**config.mk**
```make
export PLATFORM = sky130hd
export DESIGN_NAME = gs232c_jhr_ckpt
export DESIGN_NICKNAME = d
export VERILOG_FILES = /design/src/rtl/gs232c_jhr_pkg.sv /design/src/rtl/jhr_stage.sv /design/src/rtl/gs232c_jhr_ckpt.sv
export SDC_FILE = /design/constraint.sdc
export NUM_CORES = 1
export LEC_CHECK = 0
export ABC_AREA = 1
export BUFFER_PORTS_ARGS = -buffer_cell sky130_fd_sc_hd__buf_2
export CAP_MARGIN = 20
export CORE_UTILIZATION = 60
export CTS_CLUSTER_DIAMETER = 200
export CTS_CLUSTER_SIZE = 14
export DETAILED_ROUTE_END_ITERATION = 10
export GPL_TIMING_DRIVEN = 0
export PLACE_DENSITY = 0.91
export SYNTH_ARGS = -nofsm -noshare
export SYNTH_HDL_FRONTEND = slang
export SYNTH_SLANG_ARGS = --single-unit
```
**constraint.sdc**
```tcl
create_clock -name clock -period 23.5 [get_ports clock]
set_input_delay 1.175 -clock clock [delete_from_list [all_inputs] [get_ports clock]]
set_output_delay 1.175 -clock clock [all_outputs]
set_load 0.01 [all_outputs]
```
**src/rtl/gs232c_jhr_pkg.sv**
```systemverilog
// Shared sizing, shift and fold helpers for the gs232c indirect-jump path history.
// Helpers work on a fixed wide vector so any HW up to MaxHw can use them.
package gs232c_jhr_pkg;

  localparam int unsigned MaxHw = 512;

  function automatic int unsigned calc_hw(input int unsigned hist_n, input int unsigned tgt_bits);
    return hist_n * tgt_bits;
  endfunction

  function automatic int unsigned calc_sw(input int unsigned max_spec);
    return $clog2(max_spec + 1);
  endfunction

  // Oldest jump drops off the top; new target bits enter at the bottom.
  function automatic logic [MaxHw-1:0] shift_hist(input logic [MaxHw-1:0] h,
                                                  input logic [31:0]      t,
                                                  input int unsigned      hw,
                                                  input int unsigned      tgt_bits);
    logic [31:0]      tbits;
    logic [MaxHw-1:0] mask;
    tbits = (t >> 2) & ((32'd1 << tgt_bits) - 32'd1);
    mask  = (hw >= MaxHw) ? '1 : ((MaxHw'(1) << hw) - MaxHw'(1));
    return ((h << tgt_bits) | MaxHw'(tbits)) & mask;
  endfunction

  // Bit i lands in fold bit i%fw, which XORs fw-wide slices with the top slice zero-padded.
  function automatic logic [MaxHw-1:0] fold_hist(input logic [MaxHw-1:0] h,
                                                 input int unsigned      hw,
                                                 input int unsigned      fw);
    logic [MaxHw-1:0] f;
    f = '0;
    for (int unsigned i = 0; i < MaxHw; i++) begin
      if (i < hw) f[i % fw] = f[i % fw] ^ h[i];
    end
    return f;
  endfunction

endpackage

```
**src/rtl/jhr_stage.sv**
```systemverilog
// One pipeline stage of path history: load (repair), shift on jrop, or hold.
// The optional last-target register tracks target[31:2] of the most recent jump.
module jhr_stage import gs232c_jhr_pkg::*; #(
  parameter int unsigned TGT_BITS = 8,
  parameter int unsigned HW       = 64,
  parameter bit          HAS_LAST = 1'b1
) (
  input  logic          clock,
  input  logic          reset,
  input  logic          load,
  input  logic [HW-1:0] load_hist,
  input  logic [29:0]   load_last,
  input  logic          jrop,
  input  logic [31:0]   target,
  output logic [HW-1:0] hist,
  output logic [29:0]   last,
  output logic [HW-1:0] hist_next,
  output logic [29:0]   last_next
);

  logic [MaxHw-1:0] shifted;
  logic             unused_shift_hi;

  always_comb begin
    shifted   = shift_hist(MaxHw'(hist), target, HW, TGT_BITS);
    hist_next = jrop ? shifted[HW-1:0] : hist;
  end

  assign unused_shift_hi = ^shifted[MaxHw-1:HW];

  always_ff @(posedge clock or posedge reset) begin
    if (reset) begin
      hist <= '0;
    end else if (load) begin
      hist <= load_hist;
    end else begin
      hist <= hist_next;
    end
  end

  if (HAS_LAST) begin : g_last
    assign last_next = jrop ? target[31:2] : last;

    always_ff @(posedge clock or posedge reset) begin
      if (reset) begin
        last <= '0;
      end else if (load) begin
        last <= load_last;
      end else begin
        last <= last_next;
      end
    end
  end else begin : g_no_last
    logic unused_load_last;
    assign unused_load_last = ^load_last;
    assign last             = '0;
    assign last_next        = '0;
  end

endmodule

```
**src/rtl/gs232c_jhr_ckpt.sv**
```systemverilog
// Indirect-jump path history with per-stage checkpoints, cancel repair, folded output
// and a speculative-depth counter.
module gs232c_jhr_ckpt import gs232c_jhr_pkg::*; #(
  parameter int unsigned  TGT_BITS = 8,
  parameter int unsigned  HIST_N   = 8,
  parameter int unsigned  FOLD_W   = 10,
  parameter int unsigned  MAX_SPEC = 7,
  localparam int unsigned HW       = calc_hw(HIST_N, TGT_BITS),
  localparam int unsigned SW       = calc_sw(MAX_SPEC)
) (
  input  logic              clock,
  input  logic              reset,
  input  logic              pc_go,
  input  logic              bt_jrop,
  input  logic [31:0]       bt_target,
  input  logic              pr_cancel,
  input  logic              pr_jrop,
  input  logic [31:0]       pr_target,
  input  logic              br_cancel,
  input  logic              br_jrop,
  input  logic [31:0]       br_target,
  input  logic              wb_cancel,
  input  logic              wb_jrop,
  input  logic [31:0]       wb_target,
  output logic [HW-1:0]     hr_path_bt,
  output logic [HW-1:0]     hr_path_br,
  output logic [FOLD_W-1:0] hr_fold_bt,
  output logic [29:0]       hr_last_pr,
  output logic [29:0]       hr_last_br,
  output logic [SW-1:0]     hr_spec_cnt
);

  logic          push;
  logic          any_cancel;
  logic [HW-1:0] pr_next, br_next, wb_next;
  logic [29:0]   br_last_next, wb_last_next;
  logic [HW-1:0] bt_repair, pr_repair;
  logic [29:0]   pr_repair_last;

  logic [HW-1:0] unused_bt_next, unused_pr_hist, unused_wb_hist;
  logic [29:0]   unused_bt_last, unused_bt_last_next, unused_pr_last_next, unused_wb_last;

  assign push       = bt_jrop && pc_go;
  assign any_cancel = wb_cancel || br_cancel || pr_cancel;

  // Oldest cancelling stage wins; each repair includes that stage's same-cycle jrop.
  always_comb begin
    bt_repair      = pr_next;
    pr_repair      = br_next;
    pr_repair_last = br_last_next;
    if (wb_cancel) begin
      bt_repair      = wb_next;
      pr_repair      = wb_next;
      pr_repair_last = wb_last_next;
    end else if (br_cancel) begin
      bt_repair = br_next;
    end
  end

  jhr_stage #(.TGT_BITS(TGT_BITS), .HW(HW), .HAS_LAST(1'b0)) u_bt (
    .clock     (clock),
    .reset     (reset),
    .load      (any_cancel),
    .load_hist (bt_repair),
    .load_last (30'd0),
    .jrop      (push),
    .target    (bt_target),
    .hist      (hr_path_bt),
    .last      (unused_bt_last),
    .hist_next (unused_bt_next),
    .last_next (unused_bt_last_next)
  );

  jhr_stage #(.TGT_BITS(TGT_BITS), .HW(HW), .HAS_LAST(1'b1)) u_pr (
    .clock     (clock),
    .reset     (reset),
    .load      (wb_cancel || br_cancel),
    .load_hist (pr_repair),
    .load_last (pr_repair_last),
    .jrop      (pr_jrop),
    .target    (pr_target),
    .hist      (unused_pr_hist),
    .last      (hr_last_pr),
    .hist_next (pr_next),
    .last_next (unused_pr_last_next)
  );

  jhr_stage #(.TGT_BITS(TGT_BITS), .HW(HW), .HAS_LAST(1'b1)) u_br (
    .clock     (clock),
    .reset     (reset),
    .load      (wb_cancel),
    .load_hist (wb_next),
    .load_last (wb_last_next),
    .jrop      (br_jrop),
    .target    (br_target),
    .hist      (hr_path_br),
    .last      (hr_last_br),
    .hist_next (br_next),
    .last_next (br_last_next)
  );

  jhr_stage #(.TGT_BITS(TGT_BITS), .HW(HW), .HAS_LAST(1'b1)) u_wb (
    .clock     (clock),
    .reset     (reset),
    .load      (1'b0),
    .load_hist ('0),
    .load_last (30'd0),
    .jrop      (wb_jrop),
    .target    (wb_target),
    .hist      (unused_wb_hist),
    .last      (unused_wb_last),
    .hist_next (wb_next),
    .last_next (wb_last_next)
  );

  always_ff @(posedge clock or posedge reset) begin
    if (reset) begin
      hr_spec_cnt <= '0;
    end else if (any_cancel) begin
      hr_spec_cnt <= '0;
    end else if (push && !pr_jrop && (hr_spec_cnt != SW'(MAX_SPEC))) begin
      hr_spec_cnt <= hr_spec_cnt + 1'b1;
    end else if (pr_jrop && !push && (hr_spec_cnt != '0)) begin
      hr_spec_cnt <= hr_spec_cnt - 1'b1;
    end
  end

  logic [MaxHw-1:0] fold_wide;
  logic             unused_fold_hi;

  always_comb fold_wide = fold_hist(MaxHw'(hr_path_bt), HW, FOLD_W);

  assign hr_fold_bt     = fold_wide[FOLD_W-1:0];
  assign unused_fold_hi = ^fold_wide[MaxHw-1:FOLD_W];

endmodule

```
==> flow_metrics.py, run 1 <==
metrics = {
    "placed_design": {
        "dp_worst_setup_slack_ps": 20530,
        "gp_congestion": 1.056,
        "dp_cells": 2815,
        "dp_hpwl_um": 47440,
        "port_buffers": 306,
    },
    "layout": {
        "area_growth_pct": 16.83,
        "stdcell_count": 2849,
        "drive_gt1_frac": 0.1715,
        "finish.net_count": 2612,
        "regArea_mm2": 0.008733,
        "final_core_utilization": 0.7169,
        "multi_input_area_mm2": 0.006797,
        "n_fill_cell": 2121,
    },
    "detailed_routing": {
        "ant_nets": 0,
        "wl_um": 64040,
        "avgViaCountPerCell": 6.001,
        "drc": 0,
        "wire_per_inst_um": 22.48,
        "vias": 17100,
        "firstDrtPassIters": 7,
        "drt-initial-drc-count": 2607,
    },
    "timing": {
        "finalCriticalPeriod_ps": 3060,
        "slew_headroom": 0.3402,
        "worst_pin_slew_ps": 989.7,
        "layout_setup_ws_ps": 20440,
        "post-route-period-util": 0.1302,
        "slew_viol_final": 0,
        "rsz0062_at_grt": "false",
        "hold_violations": 0,
        "setup_viol": 0,
        "finClkSkew_ps": 9.675,
        "tns_ps": 0,
        "fmax_mhz": 326.8,
    },
    "global_routing": {
        "track_usage": 0.4564,
        "overflow": 0,
        "antenna_found_initial": 4,
        "grt_max_degree": 131,
        "grt_pass1_vias": 16550,
        "grt_pass1_wl_um": 96040,
    },
    "synthesis": {
        "synthCells": 2135,
        "ys_ff_latch": 349,
        "yosys_warnings": 0,
        "syn_area_per_cell_um2": 7.789,
        "synth_compound_area_frac": 0.1138,
        "yosysSeqAreaShare": 0.5252,
        "synth_fa_ha_area_frac": 0.001204,
        "synth_area_mm2": 0.01663,
        "synth-simple-area-share": 0.2758,
        "synthMuxAreaShare": 0,
        "yosysUniqueCellTypes": 28,
        "synth_xor_area_frac": 0.01791,
        "synth_nets": 2274,
        "synth_top_family_by_area": "simple AND/OR/NAND/NOR gates",
    },
    "worst_hold_path": {
        "min_path_type": "flop to flop",
        "hold_depth": 2,
        "min_from": "u_wb.hist[58]",
    },
    "cts": {
        "hold_buffers": 0,
        "cts_resized": 0,
        "clock-sinks": 349,
        "clock_tree.htree_level_count": 1,
        "insertion_delay_ps": 570,
        "postCtsSetupBuffers": 0,
        "cts_buffer_depth": 3,
        "cts_tree": "built",
        "clkTransAtPathRegs_ps": 70,
        "cts_root_buf": "clkbuf_16",
        "cts-buffers-inserted": 28,
    },
    "floorplanning": {
        "die_h_um": 168.5,
        "core_area_mm2": 0.02710,
        "num_rows": 60,
        "initial_core_util": 0.6136,
        "dieArea_mm2": 0.02838,
        "pin_count": 339,
        "die_x_um": 168.5,
    },
    "critical_path": {
        "startpoint_type": "flop",
        "cp.arrival_ps": 1880,
        "worstSetupStartpoint": "u_bt.hist[16]",
        "reg2reg_from": "hr_spec_cnt[2]",
        "critPathRequiredTime_ps": 22330,
        "r2r_cells": 7,
        "critical_path_class": "flop to primary output",
        "cp_max_fo": 4,
        "worst_setup_path_end_kind": "primary output",
    },
    "power_and_ir_drop": {
        "vdd_drop_max_uv": 54.60,
        "p_leak_nw": 10.54,
        "pwr_density_cell_mw_per_mm2": 81.20,
    },
    "run_status": {
        "status": "finished clean",
    },
    "job": {
        "cap_viol_max_count": 0,
    },
}
## final timing paths
path,slack [ps],end
setup / recovery,20440,hr_fold_bt[6]
hold / removal,470,u_wb.hist[58]
setup reg to reg,21970,hr_spec_cnt[1]
hold reg to reg,470,u_wb.hist[58]
max in group asynchronous,21720,u_wb.hist[28]
min in group asynchronous,700,u_pr.last[3]
## state kept, by name, indices dropped and copies added (netlist names)
| name | cells |
|---|---|
| u_wb.hist | 64 |
| u_pr.last | 30 |
| hr_spec_cnt | 3 |
| u_pr.hist | 64 |
| u_wb.last | 30 |
| u_br.hist | 64 |
| u_bt.hist | 64 |
| u_br.last | 30 |
## cells by family after synthesis
family                     after synthesis
and+or+nand+nor                       1166
DFF                                    349
AOI/OAI and AO/OA                      326
buffers and inverters                  259
xor gates and xnor gates                34
adders and majority gates                1
## Yosys cell counts, drive strengths merged
master,number,area (µm²)
nor2,111,421.7
xnor2,14,122.6
nand4,2,12.51
and2,8,50.05
fa,1,20.02
o31ai,2,15.01
nor3,4,20.02
dfrtp,349,8733
a21oi,70,350.3
nand2,927,3482
o21a,24,180.2
o211ai,72,540.5
buf,80,426.7
xor2,20,175.2
nand3,98,490.5
inv,134,503.0
o21ai,152,760.7
or2,8,50.05
a21o,6,45.04
clkbuf,45,168.9
nand3b,8,60.06
## layer usage
layer | track usage | routed length [µm] | share of wire | vias up
met3 | 0.1440 | 9138 | 0.14 | 270
met4 | 0.2593 | 3963 | 0.062 | 0
met2 | 0.6827 | 27580 | 0.43 | 1407
met5 | 0 | 0 | 0 | -
li1 | - | - | - | 7404
met1 | 0.5911 | 23360 | 0.36 | 8017
## per-stage QoR
step | total power [mW] | cell area (µm²) | hold slack [ps]
after global routing | 1.631 | 19420 | 484.8
after global placement | 1.124 | 18630 | 450.9
after detailed placement | 1.137 | 18690 | 456.5
after floorplan | 0.9626 | 16630 | 437.9
after CTS | 1.555 | 19420 | 471.7
final | 1.578 | 19430 | 474.4
## area by class of cell
class                      instances  share of cell area
antenna                            4           0.0005152
clock buffer                      30             0.03755
inverter                         134             0.02628
sequential                       349              0.4495
multi-input combinational       1527              0.3498
buffer                           125             0.03066
timing repair buffer             308             0.08166
tap                              372             0.02396
## worst max-delay path, cell delays in order, from the launching register on
cell and delay (ps):
dfrtp_1 460, xnor2_1 400, xor2_1 180, nand2_1 70, nand2_1 70, buf_2 130
## power breakdown
group	internal, mW	total, mW	switching, mW
clock	0.216	0.433	0.216
sequential	0.681	0.756	0.0744
combinational	0.130	0.389	0.259
## cell usage in the layout (no fill, tap or decap), types with 11 or more instances in the layout
cell type / count
o21ai_0: 85
xnor2_1: 14
xor2_1: 20
inv_1: 127
o21a_1: 24
a21oi_1: 70
dfrtp_1: 349
buf_2: 362
buf_4: 11
nand2_1: 926
clkbuf_1: 46
buf_1: 11
o21ai_1: 67
nor2_1: 109
nand3_1: 98
o211ai_1: 72
clkbuf_16: 29
Note: power is estimated with default switching activity, not from simulation.
==> inputs of run 2 (changes only) <==
--- a/config.mk
+++ b/config.mk
@@ -5,15 +5,15 @@
 export SDC_FILE = /design/constraint.sdc
 export NUM_CORES = 1
 export LEC_CHECK = 0
-export ABC_AREA = 1
+export ABC_AREA = 0
 export BUFFER_PORTS_ARGS = -buffer_cell sky130_fd_sc_hd__buf_2
 export CAP_MARGIN = 20
-export CORE_UTILIZATION = 60
+export CORE_UTILIZATION = 56
 export CTS_CLUSTER_DIAMETER = 200
 export CTS_CLUSTER_SIZE = 14
 export DETAILED_ROUTE_END_ITERATION = 10
 export GPL_TIMING_DRIVEN = 0
-export PLACE_DENSITY = 0.91
+export PLACE_DENSITY = 0.86
 export SYNTH_ARGS = -nofsm -noshare
 export SYNTH_HDL_FRONTEND = slang
 export SYNTH_SLANG_ARGS = --single-unit
==> constraint.sdc (replaced) <==
create_clock -name clock -period 3.1 [get_ports clock]
set_input_delay 0.155 -clock clock [delete_from_list [all_inputs] [get_ports clock]]
set_output_delay 0.155 -clock clock [all_outputs]
set_load 0.01 [all_outputs]
==> run 2 against run 1 <==
Effect of this change:
- total power increased to 9.0 times the previous value
- cell count down 16%
- first-iteration DRC count fell by 34%
- register-to-register slack lost 21000 ps
- largest power group unchanged
- highest routed layer unchanged
==> flow_metrics.py, run 2 <==
metrics = {
    "floorplanning": {
        "pin_count": 339,
        "initial_core_util": 0.5676,
        "die_x_um": 180.6,
        "die_h_um": 180.6,
        "core_area_mm2": 0.03147,
        "num_rows": 65,
        "dieArea_mm2": 0.03262,
    },
    "critical_path": {
        "cpMostUsedCell": "xnor2_1",
        "reg2reg_from": "hr_spec_cnt[2]",
        "startpoint_type": "flop",
        "critical_path_class": "flop to primary output",
        "cp_slowest_cell": "xnor2_1",
        "worstSetupStartpoint": "u_bt.hist[14]",
        "worst_setup_path_end_kind": "primary output",
        "cp_max_fo": 4,
        "crit_chain": "xnor2_1 > xnor2_1 > xnor2_1 > buf_2",
        "cp.arrival_ps": 2100,
        "cpPeakStageDelay_ps": 580,
        "critPathRequiredTime_ps": 2940,
    },
    "detailed_routing": {
        "wire_per_inst_um": 26.45,
        "drc": 0,
        "firstDrtPassIters": 5,
        "wl_um": 63430,
        "dr_wl_met2_um": 30520,
        "top_layer": "met4",
        "route.met3.wl_um": 6457,
        "drt-initial-drc-count": 1708,
        "avgViaCountPerCell": 6.386,
        "vias": 15310,
        "ant_nets": 0,
        "met1_length_um": 23410,
    },
    "power_and_ir_drop": {
        "vdd_drop_max_uv": 405.8,
        "pwr_density_cell_mw_per_mm2": 665.7,
        "p_leak_nw": 9.862,
    },
    "timing": {
        "finalCriticalPeriod_ps": 2260,
        "post-route-period-util": 0.7290,
        "fmax_mhz": 442.5,
        "slew_viol_final": 0,
        "rsz0062_at_grt": "false",
        "hold_slack_ps": 8.284,
        "setup_viol": 0,
        "worst_pin_slew_ps": 895.2,
        "slew_headroom": 0.4032,
        "finClkSkew_ps": 15.08,
        "hold_violations": 0,
    },
    "cts": {
        "clock-sinks": 349,
        "insertion_delay_ps": 570,
        "clock_tree.htree_level_count": 1,
        "cts_resized": 0,
        "clkTransAtPathRegs_ps": 70,
        "cts-buffers-inserted": 28,
        "cts_buffer_depth": 3,
        "cts_root_buf": "clkbuf_16",
        "cts_tree": "built",
    },
    "synthesis": {
        "yosysUniqueCellTypes": 37,
        "synth_common_cells": "dfrtp_1, mux2_2, mux2i_1",
        "yosysTopAreaCell": "dfrtp_1",
        "yosysMostFrequentCell": "dfrtp_1",
        "synth_edf_count": 0,
        "synth.top_cell.area_share": 0.4889,
        "synth_ff_type": "dfrtp_1",
        "ys_ff_latch": 349,
        "syn_area_per_cell_um2": 11.24,
        "async_flop_share": 1.000,
        "synth_nets": 1729,
        "synth_area_mm2": 0.01786,
        "yosysSeqAreaShare": 0.4889,
        "synth_area_leaders": "dfrtp_1, mux2_2, mux2i_1",
        "yosys_warnings": 0,
        "synthCells": 1590,
    },
    "placed_design": {
        "dp_hpwl_um": 45940,
        "gp_congestion": 0.9734,
        "port_buffers": 303,
        "place_area_mm2": 0.02007,
    },
    "worst_hold_path": {
        "min_path_type": "input port to flop",
        "min_from": "bt_target[4]",
    },
    "layout": {
        "final_core_utilization": 0.6809,
        "drive_gt1_frac": 0.3178,
        "final_common_cell": "buf_2",
        "finish.net_count": 2134,
        "area_growth_pct": 19.96,
        "stdcell_area_mm2": 0.02143,
        "final_cell_mix": "buf_2, dfrtp_1, mux2_2",
    },
    "global_routing": {
        "grt_pass1_vias": 15740,
        "antenna_found_initial": 1,
        "grt_max_degree": 44,
        "track_usage": 0.3867,
        "grt_pass1_wl_um": 95050,
        "overflow": 0,
    },
    "run_status": {
        "status": "finished clean",
    },
    "job": {
        "cap_viol_max_count": 0,
    },
}
[run 2: cell types whose count changed after synthesis, sizes merged, moves of 61 or more]
cell | before | now
nand2 | 927 | 91
mux2 | 0 | 220
mux2i | 0 | 167
o21ai | 152 | 31
nand3 | 98 | 1
o211ai | 72 | 0
inv | 134 | 68
a211oi | 0 | 64
o22ai | 0 | 64
a21oi | 70 | 9
[run 2: area by class of cell]
cell class | instances | area (µm²)
clock buffers | 30 | 729.5
plain buffers | 118 | 569.3
repair buffers | 375 | 2327
fillers | 2344 | 10040
inverters | 68 | 259.0
multi-input cells | 1055 | 8307
diodes | 1 | 2.502
well taps | 402 | 503.0
flip-flops and latches | 349 | 8733
[run 2: power by group]
group | switching, mW | internal [mW]
logic | 2.42 | 2.05
registers | 1.03 | 5.49
clock network | 1.63 | 1.64
[run 2: cells by family after synthesis]
group | count (synthesis) | share of synthesized area
flip-flops | 349 | 0.4889
buffers and inverters | 186 | 0.04615
multiplexers | 387 | 0.2322
AND/OR/NAND/NOR | 327 | 0.09189
adder cells (fa/ha/maj) | 1 | 0.001121
AO/OA/AOI/OAI | 286 | 0.1133
XOR/XNOR | 54 | 0.02647
[run 2: worst paths after layout]
| path | slack [ps] | endpoint | cells past startpoint |
|---|---|---|---|
| min in group asynchronous | 130 | u_pr.last[8] | 3 |
| hold / removal | 8 | u_bt.hist[2] | 3 |
| hold reg to reg | 490 | u_wb.hist[60] | 2 |
| setup / recovery | 840 | hr_fold_bt[4] | 4 |
| setup reg to reg | 920 | hr_spec_cnt[2] | 6 |
| max in group asynchronous | 1620 | u_br.hist[51] | 7 |
[run 2: per-layer routing]
| layer | vias up | GRT usage |
|---|---|---|
| li1 | 6418 | - |
| met3 | 205 | 0.08145 |
| met4 | 0 | 0.1679 |
| met2 | 1050 | 0.6493 |
| met5 | - | 0 |
| met1 | 7640 | 0.4837 |
[run 2: critical path: cells and delay by family, from the launching register on]
kind / cells / cell delay [ps]
xor+xnor: 3 / 950
flops: 1 / 460
buf+inv: 1 / 140
[run 2: what timing repair did]
action	in CTS	in global routing
endpoints found under the setup margin	0	0
endpoints found under the hold margin	219	0
hold buffers	63	0
buffers inserted	0	0
[run 2: per-stage QoR]
step	TNS, ps	total power, mW	instances	worst slack [ps]
global route	0	14.80	2398	795.7
CTS	0	14.11	2397	881.4
global placement	-1279960	10.68	2295	-3701
floorplan	-602870	8.913	1590	-1727
finish	0	14.27	2398	840.2
detailed placement	0	10.85	2304	591.6
==> inputs of run 3 (changes only) <==
--- a/config.mk
+++ b/config.mk
@@ -8,12 +8,12 @@
 export ABC_AREA = 0
 export BUFFER_PORTS_ARGS = -buffer_cell sky130_fd_sc_hd__buf_2
 export CAP_MARGIN = 20
-export CORE_UTILIZATION = 56
+export CORE_UTILIZATION = 51
 export CTS_CLUSTER_DIAMETER = 200
 export CTS_CLUSTER_SIZE = 14
 export DETAILED_ROUTE_END_ITERATION = 10
 export GPL_TIMING_DRIVEN = 0
-export PLACE_DENSITY = 0.86
+export PLACE_DENSITY = 0.82
 export SYNTH_ARGS = -nofsm -noshare
 export SYNTH_HDL_FRONTEND = slang
 export SYNTH_SLANG_ARGS = --single-unit
==> constraint.sdc (replaced) <==
create_clock -name clock -period 1.95 [get_ports clock]
set_input_delay 0.0975 -clock clock [delete_from_list [all_inputs] [get_ports clock]]
set_output_delay 0.0975 -clock clock [all_outputs]
set_load 0.01 [all_outputs]
==> run 3 against run 2 <==
Effect of this change:
- the run now ends with negative setup slack left
- global-route usage fell by 2.6 points
- sequential cell count unchanged
- wire length up 2.5%
- via count rose by 2.1%
- combinational power is 71% higher
- design area grew 4.2%
- clock power rose by 57%
- worst hold slack improved by 8.8 ps
- sequential power grew 60%
- critical path depth is the same
- first-iteration DRC count is 18% lower
- clock-buffer cell count is 1 lower
- critical path type unchanged
- largest power group unchanged
==> flow_metrics.py, run 3 (synthesis gave the netlist of run 2 again) <==
metrics = {
    "global_routing": {
        "grt_pass1_vias": 16120,
        "overflow": 0,
        "grt_max_degree": 44,
        "busiest_layer": "met2",
        "antenna_found_initial": 2,
        "met2_usage": 0.5843,
        "track_usage": 0.3603,
        "grt_pass1_wl_um": 96920,
        "met1_usage": 0.4574,
        "use_met3": 0.07414,
    },
    "placed_design": {
        "port_buffers": 303,
        "dp_worst_setup_slack_ps": -504.4,
        "gp_congestion": 0.9957,
        "place_area_mm2": 0.02013,
        "dp_hpwl_um": 46480,
    },
    "worst_hold_path": {
        "min_path_type": "input port to flop",
        "min_from": "br_target[18]",
    },
    "timing": {
        "hold_violations": 0,
        "finalCriticalPeriod_ps": 1989,
        "finClkSkew_ps": 21.75,
        "worst_pin_slew_ps": 868.6,
        "slew_viol_final": 0,
        "setup_viol": 1,
        "layout_setup_ws_ps": -39.42,
        "slew_headroom": 0.4209,
        "fmax_mhz": 502.7,
        "post-route-period-util": 1.020,
        "rsz0062_at_grt": "true",
    },
    "detailed_routing": {
        "wl_um": 65030,
        "firstDrtPassIters": 7,
        "wire_per_inst_um": 25.96,
        "avgViaCountPerCell": 6.241,
        "ant_nets": 0,
        "drt-initial-drc-count": 1409,
        "vias": 15630,
        "drc": 0,
    },
    "floorplanning": {
        "core_area_mm2": 0.03454,
        "die_x_um": 189.2,
        "dieArea_mm2": 0.03578,
        "pin_count": 339,
        "initial_core_util": 0.5172,
        "die_h_um": 189.2,
        "num_rows": 68,
    },
    "critical_path": {
        "reg2reg_from": "hr_spec_cnt[2]",
        "cp_max_fo": 4,
        "worstSetupStartpoint": "u_bt.hist[31]",
        "worst_setup_path_end_kind": "primary output",
        "critical_path_class": "flop to primary output",
        "cp.arrival_ps": 1890,
        "startpoint_type": "flop",
        "critPathRequiredTime_ps": 1850,
    },
    "layout": {
        "final_cell_mix": "buf_2, dfrtp_1, mux2_2",
        "stdcell_area_mm2": 0.02233,
        "regArea_mm2": 0.008763,
        "multi_input_area_mm2": 0.008630,
        "area_growth_pct": 25.02,
        "drive_gt1_frac": 0.3428,
        "finish.net_count": 2187,
        "final_common_cell": "buf_2",
        "n_fill_cell": 2632,
    },
    "cts": {
        "cts-buffers-inserted": 28,
        "clock-sinks": 349,
        "insertion_delay_ps": 580,
        "clkTransAtPathRegs_ps": 70,
        "cts_root_buf": "clkbuf_16",
        "clock_tree.htree_level_count": 1,
        "cts_tree": "built",
        "cts_buffer_depth": 3,
    },
    "run_status": {
        "violations": "negative setup slack",
        "status": "finished with violations",
    },
    "power_and_ir_drop": {
        "vdd_drop_max_uv": 808.7,
        "p_leak_nw": 10.21,
        "pwr_density_cell_mw_per_mm2": 1040,
        "power.total_mw": 23.23,
    },
    "job": {
        "cap_viol_max_count": 0,
    },
}
==> run 3: changes by cell type in the layout (fill, tap and decap cells not counted), sizes merged <==
cell         change
buf             +16
diode            +1
clkbuf           -1
clkinv           +1
dlygate4sd3     +37
==> run 3: worst max-delay path: stages (launching register included) <==
cell and delay [ps]:
dfrtp_2 480, xor2_4 220, xnor2_2 320, xnor2_2 150, buf_2 150
==> run 3: area by class of cell <==
type / count / area share
sequential: 349 / 0.3924
multi-input combinational: 1055 / 0.3864
timing repair buffer: 428 / 0.1262
clock buffer: 29 / 0.03154
buffer: 118 / 0.02549
tap: 455 / 0.02549
inverter: 68 / 0.01160
clock inverter: 1 / 0.0007283
antenna: 2 / 0.0002241
==> run 3: routing by layer <==
metal	routed length, µm	vias to the layer above
li1	-	6508
met1	24070	7796
met2	30550	1097
met3	6726	229
met4	3656	4
met5	23	-
==> run 3: power by group <==
group / total [mW] / internal (mW) / switching (mW)
Combinational: 7.65 / 3.65 / 4.00
Sequential: 10.4 / 8.74 / 1.70
Clock: 5.14 / 2.54 / 2.60
Total: 23.2 / 14.9 / 8.30
==> run 3: what timing repair did <==
item / 4_1_cts / 5_1_grt
setup buffers: 7 / 9
pin swaps: 10 / 12
endpoints found under the hold margin: 135 / 0
endpoints found under the setup margin: 11 / 10
hold buffers: 100 / 0
gates resized for setup: 39 / 25
cloned: 0 / 0
==> run 3: path summary, 6_finish.rpt <==
path / slack, ps / endpoint / depth (start not counted)
max in group asynchronous: 620 / u_pr.hist[59] / 6
min: 20 / u_br.last[16] / 4
min reg2reg: 480 / u_wb.hist[56] / 2
max reg2reg: 40 / hr_spec_cnt[2] / 6
min in group asynchronous: 140 / u_br.last[8] / 3
max: -40 / hr_fold_bt[1] / 4
==> run 3: through the flow <==
step / cells / TNS [ps] / hold slack [ps] / util
after floorplan: 1590 / -984260 / 232.2 / -
after detailed placement: 2357 / -516.9 / 211.9 / 0.5829
after global routing: 2503 / -184.6 / 19.13 / 0.6464
final: 2505 / -39.42 / 17.13 / 0.6466
after global placement: 2348 / -1688030 / 339.2 / 0.5777
after CTS: 2494 / -27.50 / 0.3582 / 0.6402
